File: config.mk
export PLATFORM = sky130hd
export DESIGN_NAME = fifo_wr_arbiter
export DESIGN_NICKNAME = d
export VERILOG_FILES = /design/src/rtl/fifo_wr_arbiter.sv
export SDC_FILE = /design/constraint.sdc
export NUM_CORES = 1
export LEC_CHECK = 0
export BUFFER_PORTS_ARGS = -buffer_cell sky130_fd_sc_hd__buf_2
export CAP_MARGIN = 0
export CORE_AREA = 2 2 260 262
export DETAILED_ROUTE_END_ITERATION = 16
export DIE_AREA = 0 0 262 264
export GPL_ROUTABILITY_DRIVEN = 0
export PLACE_DENSITY_LB_ADDON = 0.05
export SLEW_MARGIN = 15
export SYNTH_ARGS = -nofsm -noshare
export SYNTH_HDL_FRONTEND = slang
export SYNTH_SLANG_ARGS = --single-unit
File: constraint.sdc
create_clock -name clk -period 4.3 [get_ports clk]
set_clock_uncertainty 0.2 [all_clocks]
set_input_delay 0.645 -clock clk [delete_from_list [all_inputs] [get_ports clk]]
set_output_delay 0.645 -clock clk [all_outputs]
set_load 0.1 [all_outputs]
File: src/rtl/fifo_wr_arbiter.sv
// Round-robin arbiter sharing one FIFO write port; grant costs one bubble, beats pass combinationally.
// Backpressure: o_full stalls the granted requester in place; optional FIFO_ARB_ALM_GATE_EN holds new grants off on o_alm_full.
module fifo_wr_arbiter #(
  parameter int NUM_REQ   = 4,
  parameter int DATA_W    = 128,
  parameter int BURST_MAX = 4
) (
  input  logic                         clk,
  input  logic                         rstn,
  input  logic [NUM_REQ-1:0]           req_valid,
  input  logic [NUM_REQ-1:0]           req_last,
  input  logic [NUM_REQ*DATA_W-1:0]    req_data,
  output logic [NUM_REQ-1:0]           req_ready,
  output logic                         i_wren,
  output logic [DATA_W-1:0]            i_wrdata,
  input  logic                         o_full,
  input  logic                         o_alm_full,
  output logic [$clog2(NUM_REQ)-1:0]   grant_id,
  output logic                         busy
);

  localparam int IDW  = $clog2(NUM_REQ);
  localparam int CNTW = $clog2(BURST_MAX + 1);

  typedef enum logic {IDLE, GRANT} state_t;

  state_t          state_q, state_d;
  logic [IDW-1:0]  rr_ptr_q, rr_ptr_d;
  logic [IDW-1:0]  grant_q, grant_d;
  logic [CNTW-1:0] beat_cnt_q, beat_cnt_d;

  logic            pick_vld;
  logic [IDW-1:0]  pick_idx;
  logic            arb_ok;
  logic            accept;

`ifdef FIFO_ARB_ALM_GATE_EN
  assign arb_ok = !o_alm_full;
`else
  logic unused_alm_full;
  assign unused_alm_full = o_alm_full;
  assign arb_ok = 1'b1;
`endif

  // Scan from farthest to nearest so the nearest valid index after rr_ptr wins.
  always_comb begin
    int             idx;
    logic [IDW-1:0] idx_w;
    pick_vld = 1'b0;
    pick_idx = '0;
    idx      = 0;
    idx_w    = '0;
    for (int i = NUM_REQ; i >= 1; i--) begin
      idx   = (int'(rr_ptr_q) + i) % NUM_REQ;
      idx_w = idx[IDW-1:0];
      if (req_valid[idx_w]) begin
        pick_vld = 1'b1;
        pick_idx = idx_w;
      end
    end
  end

  assign accept = (state_q == GRANT) && req_valid[grant_q] && !o_full;

  always_ff @(posedge clk or negedge rstn) begin
    if (!rstn) begin
      state_q    <= IDLE;
      rr_ptr_q   <= IDW'(NUM_REQ - 1);
      grant_q    <= '0;
      beat_cnt_q <= '0;
    end else begin
      state_q    <= state_d;
      rr_ptr_q   <= rr_ptr_d;
      grant_q    <= grant_d;
      beat_cnt_q <= beat_cnt_d;
    end
  end

  always_comb begin
    state_d    = state_q;
    rr_ptr_d   = rr_ptr_q;
    grant_d    = grant_q;
    beat_cnt_d = beat_cnt_q;
    case (state_q)
      IDLE: begin
        if (pick_vld && arb_ok) begin
          grant_d    = pick_idx;
          beat_cnt_d = '0;
          state_d    = GRANT;
        end
      end
      GRANT: begin
        if (accept) begin
          if (req_last[grant_q] || beat_cnt_q == CNTW'(BURST_MAX - 1)) begin
            rr_ptr_d = grant_q;
            state_d  = IDLE;
          end else begin
            beat_cnt_d = beat_cnt_q + CNTW'(1);
          end
        end else if (!req_valid[grant_q]) begin
          // Requester walked away mid-grant: release so nobody deadlocks.
          rr_ptr_d = grant_q;
          state_d  = IDLE;
        end
      end
      default: state_d = IDLE;
    endcase
  end

  always_comb begin
    req_ready = '0;
    i_wren    = accept;
    i_wrdata  = '0;
    if (state_q == GRANT) begin
      req_ready[grant_q] = !o_full && req_valid[grant_q];
    end
    if (accept) begin
      i_wrdata = req_data[int'(grant_q)*DATA_W +: DATA_W];
    end
  end

  assign grant_id = grant_q;
  assign busy     = (state_q == GRANT);

endmodule

==> results.md <==
CTS:
- The clock net in this run drives a total of 8 sinks.
- After clock tree synthesis, the clock-pin slew on the worst setup and hold paths is 0.04 ns.
- The clock tree from TritonCTS is done.
- Once the clock tree was built, the setup fixing pass inserted 0 buffers.
- For the worst-skew pair, the clock arrives at the later sink with an insertion delay of 0.23 ns.
- The CTS buffer count is 3.
- The count of instances resized after the clock tree is built is 0.
- The clock passes through at most 2 buffers.
- The clock tree root buffer cell is sky130_fd_sc_hd__clkbuf_16.
- The H-tree level count is 1.
- The hold buffer count at cts is 0.

Route:
- The DRC marker count from the first detailed-route iteration is 160.
- The highest layer touched by signal routing is met5.
- The count of nets left with antenna violations after detail routing is 0.
- Wires add up to 38230 microns.
- Summing over every cut layer, the via total after detailed routing is 6362.
- The detail-routed net length per standard cell is 20.53 microns.
- The wire length on met1 is 13340 microns.
- The routed design uses 20750 microns of met2 wire.
- The via-per-instance ratio is 3.417.
- The number of iterations in the first detailed-routing pass is 4.
- The met3 wirelength from detailed routing is 3610 microns.
- For this run, design rule violations remaining after detail routing come to 0.

Logic synthesis:
- The post-synthesis sequential element count is 8.
- The fraction of post-synthesis cell area in the top cell type by area is 0.6414.
- Ranked by total cell area, the synthesized netlist is headed by sky130_fd_sc_hd__mux4_2 64%, sky130_fd_sc_hd__and3_1 18%, sky130_fd_sc_hd__dfrtp_1 3.3%.
- Summing every instance area after synthesis gives 0.004529 sq mm.
- The average size of a mapped cell is 12.27 sq um.
- The net count of the mapped netlist is 895.
- Of the synthesized area, sequential elements account for 0.04475.
- The dominant register cell in the synthesized netlist is sky130_fd_sc_hd__dfrtp_1.
- The count of unique library cells instantiated by Yosys is 33.
- In the synthesized netlist, the number of instances is 369.
- Counting flops with a built-in enable in the synthesized netlist gives 0.
- The total of warnings raised by yosys is 0.
- The biggest area contributor in the post-synthesis netlist is sky130_fd_sc_hd__mux4_2.
- By count the netlist is led by 129 x sky130_fd_sc_hd__and3_1, 129 x sky130_fd_sc_hd__mux4_2, 28 x sky130_fd_sc_hd__clkbuf_1.
- The share of synthesized registers carrying an async set or reset is 1.000.

Timing:
- Setup slack on the critical path of the routed design comes to 1.146 ns.
- Hold timing on the final database bottoms out at a slack of 0.06544 ns.
- Setup violations remaining at the end of the flow were counted as 0.
- Summed over all failing endpoints, the final setup total negative slack is 0 ns.
- The total count of hold-check failures in the final report is 0.
- Of the available clock period, the critical path in the final layout requires 0.7335.
- The time the worst path needs with I/O delays and setup is 3.154 ns.
- The worst pin sits at a relative slew slack of 0.6318.
- Setup repair after global routing left no endpoint under its margin.
- For the pin with the worst max-slew slack, the measured transition is 0.5562 ns.
- The max-slew violation count is 0.
- Static timing analysis puts the maximum clock frequency at 317.0 MHz.

Setup path:
- The worst setup path is captured at a primary output.
- The cell that appears most often on the critical path is sky130_fd_sc_hd__buf_2.
- Of all nets on the critical path, the largest fanout is 70.
- The worst endpoint data arrival time is 2.31 ns.
- The dominant delay contributor by cell family on the critical path is multiplexers.
- The type of element launching the critical path is a primary input.
- The buffering stage count on the worst path with inverters included is 3.
- The data required time of the worst path is 3.45 ns.
- The most critical setup path has its startpoint at req_valid[3].
- In this run the critical register-to-register path is launched from grant_id[0].
- The library cell contributing the largest single delay on the critical path is sky130_fd_sc_hd__mux4_4.
- The setup path with the least slack is of type primary input to primary output.
- The maximum cell stage delay along the critical path is 0.68 ns.
- Traced cell by cell, the critical path runs through buf_2 > mux4_4 > buf_12 > and3_1 > buf_2.

Finish:
- The fraction of final layout cells with drive strength greater than 1 is 0.8277.
- The share of the core filled with cells is 0.1338.
- The final non-filler cell total is 1862.
- The final layout net count is 1509.
- Compared with the post-synthesis result, the final layout area differs by 96.60%.

GRT:
- The first-pass GRT wire length is 52070 microns.
- The maximum number of pins on one net before global-route repair is 72.
- The via count of the first global-routing pass is 7001.
- The total grt overflow is 0.
- The number of antenna violations at the first check in global routing is 18.
- In the global route stage, overall resource usage came out at 0.1025.

Outcome:
- The flow ran to the end, and the final reports show no timing, DRC or antenna violations.

Power:
- The net switching share of the total power is 0.6574.
- The internal power of the cells is 1.984 mW.
- The clock power share is 0.027.
- The share of total power dissipated in combinational logic is 0.944.
- Across the VDD grid, the largest voltage drop is 0.0003270 V.
- The leakage power total is 4.701 nW.
- Dividing total power by cell area gives a power density of 650.5 mW/mm^2.
- Of the total power, registers draw 0.029.
- The net switching component of the power is 3.808 mW.

Placement:
- The cell total after placement is 1851.
- Before CTS, the worst setup slack after placement is 1.162 ns.
- The count of input and output buffers is 658.
- The placed wire-length estimate is 32650 microns.

Floorplan:
- The effective utilization at floorplan is 0.06805.
- The height of the die is 264 microns.
- The floorplan step set the die width to 262 microns.
- The floorplan die area is 0.06917 sq mm.
- In this run the count of I/O pins placed on the die edge is 660.
- The area of the core is 0.06656 sq mm.
- The count of standard-cell rows is 95.

Job:
- The max-cap violation count is 0.

Worst hold path:
- The tightest min-delay check is of the primary input to async pin type.
-- per-layer routing --
| metal | track usage | vias to the layer above |
|---|---|---|
| met2 | 0.2030 | 362 |
| li1 | - | 2826 |
| met4 | 0.01176 | 14 |
| met5 | 0 | - |
| met3 | 0.03128 | 36 |
| met1 | 0.1067 | 3124 |
-- logic make-up after synthesis --
group                    share of synthesized area
flip-flops                                 0.04475
AND/OR/NAND/NOR                             0.2008
AO/OA/AOI/OAI                              0.01602
multiplexers                                0.6597
adder cells (fa/ha/maj)                   0.005524
buffers and inverters                      0.07320
-- worst register-to-register path, cell delays in order, from the launching register on --
cell	delay [ns]
sky130_fd_sc_hd__dfrtp_4	0.50
sky130_fd_sc_hd__mux4_4	0.73
sky130_fd_sc_hd__buf_12	0.21
sky130_fd_sc_hd__nor2_1	0.15
sky130_fd_sc_hd__a21oi_2	0.07
sky130_fd_sc_hd__mux2_1	0.32
-- placed cells by master (no fill, tap or decap), types with 2 or more instances in the layout --
cell type	netlist	layout
sky130_fd_sc_hd__mux2_1	2	2
sky130_fd_sc_hd__buf_2	19	658
sky130_fd_sc_hd__mux2i_1	6	6
sky130_fd_sc_hd__mux4_2	129	128
sky130_fd_sc_hd__buf_12	0	8
sky130_fd_sc_hd__dfrtp_4	0	2
sky130_fd_sc_hd__nor2b_1	3	2
sky130_fd_sc_hd__o21ai_0	2	2
sky130_fd_sc_hd__nand2_1	6	6
sky130_fd_sc_hd__dfrtp_1	6	4
sky130_fd_sc_hd__a21oi_1	2	2
sky130_fd_sc_hd__nor2_1	2	2
sky130_fd_sc_hd__diode_2	0	8
sky130_fd_sc_hd__buf_4	1	2
sky130_fd_sc_hd__and3_1	129	129
sky130_fd_sc_hd__ha_1	2	2
sky130_fd_sc_hd__dfstp_2	2	2
sky130_fd_sc_hd__nor3b_2	0	2
sky130_fd_sc_hd__clkbuf_16	0	3
sky130_fd_sc_hd__inv_1	4	4
-- state kept, by name, indices dropped and copies added (netlist names) --
| name | flops |
|---|---|
| rr_ptr_q | 2 |
| grant_id | 2 |
| beat_cnt_q | 3 |
| busy | 1 |
-- power by group through the flow --
stage,combinational [mW],clock [mW],sequential (mW)
2_1_floorplan,4.31,0,0.237
3_3_place_gp,5.64,0,0.173
3_5_place_dp,5.61,0,0.173
4_1_cts,5.61,0.161,0.173
5_1_grt,5.80,0.169,0.175
6_report,5.47,0.158,0.168
-- per-stage QoR --
step                power, mW  cell area [sq um]
floorplan               4.549               4544
global placement        5.818               8810
detailed placement      5.779               8810
CTS                     5.943               8885
global route            6.142               8895
finish                  5.792               8905
-- area by class of cell --
class / count / area, sq um
Antenna cell: 8 / 20.02
Fill cell: 7726 / 57660
Tap cell: 873 / 1092
Multi-Input combinational cell: 297 / 4020
Clock buffer: 3 / 75.07
Sequential cell: 8 / 210.2
Inverter: 5 / 18.77
Timing Repair Buffer: 668 / 3468
-- path summary, 6_finish.rpt --
| path | end | slack [ns] | depth (start not counted) |
|---|---|---|---|
| min in group clk | beat_cnt_q[0] | 0.29 | 1 |
| worst min-delay path | beat_cnt_q[2] | 0.07 | 1 |
| worst min register to register | beat_cnt_q[0] | 0.29 | 1 |
| worst max register to register | rr_ptr_q[0] | 2.05 | 5 |
| max in group asynchronous | rr_ptr_q[0] | 3.58 | 1 |
| worst max-delay path | i_wrdata[14] | 1.15 | 5 |
Note: power is estimated with default switching activity, not from simulation.
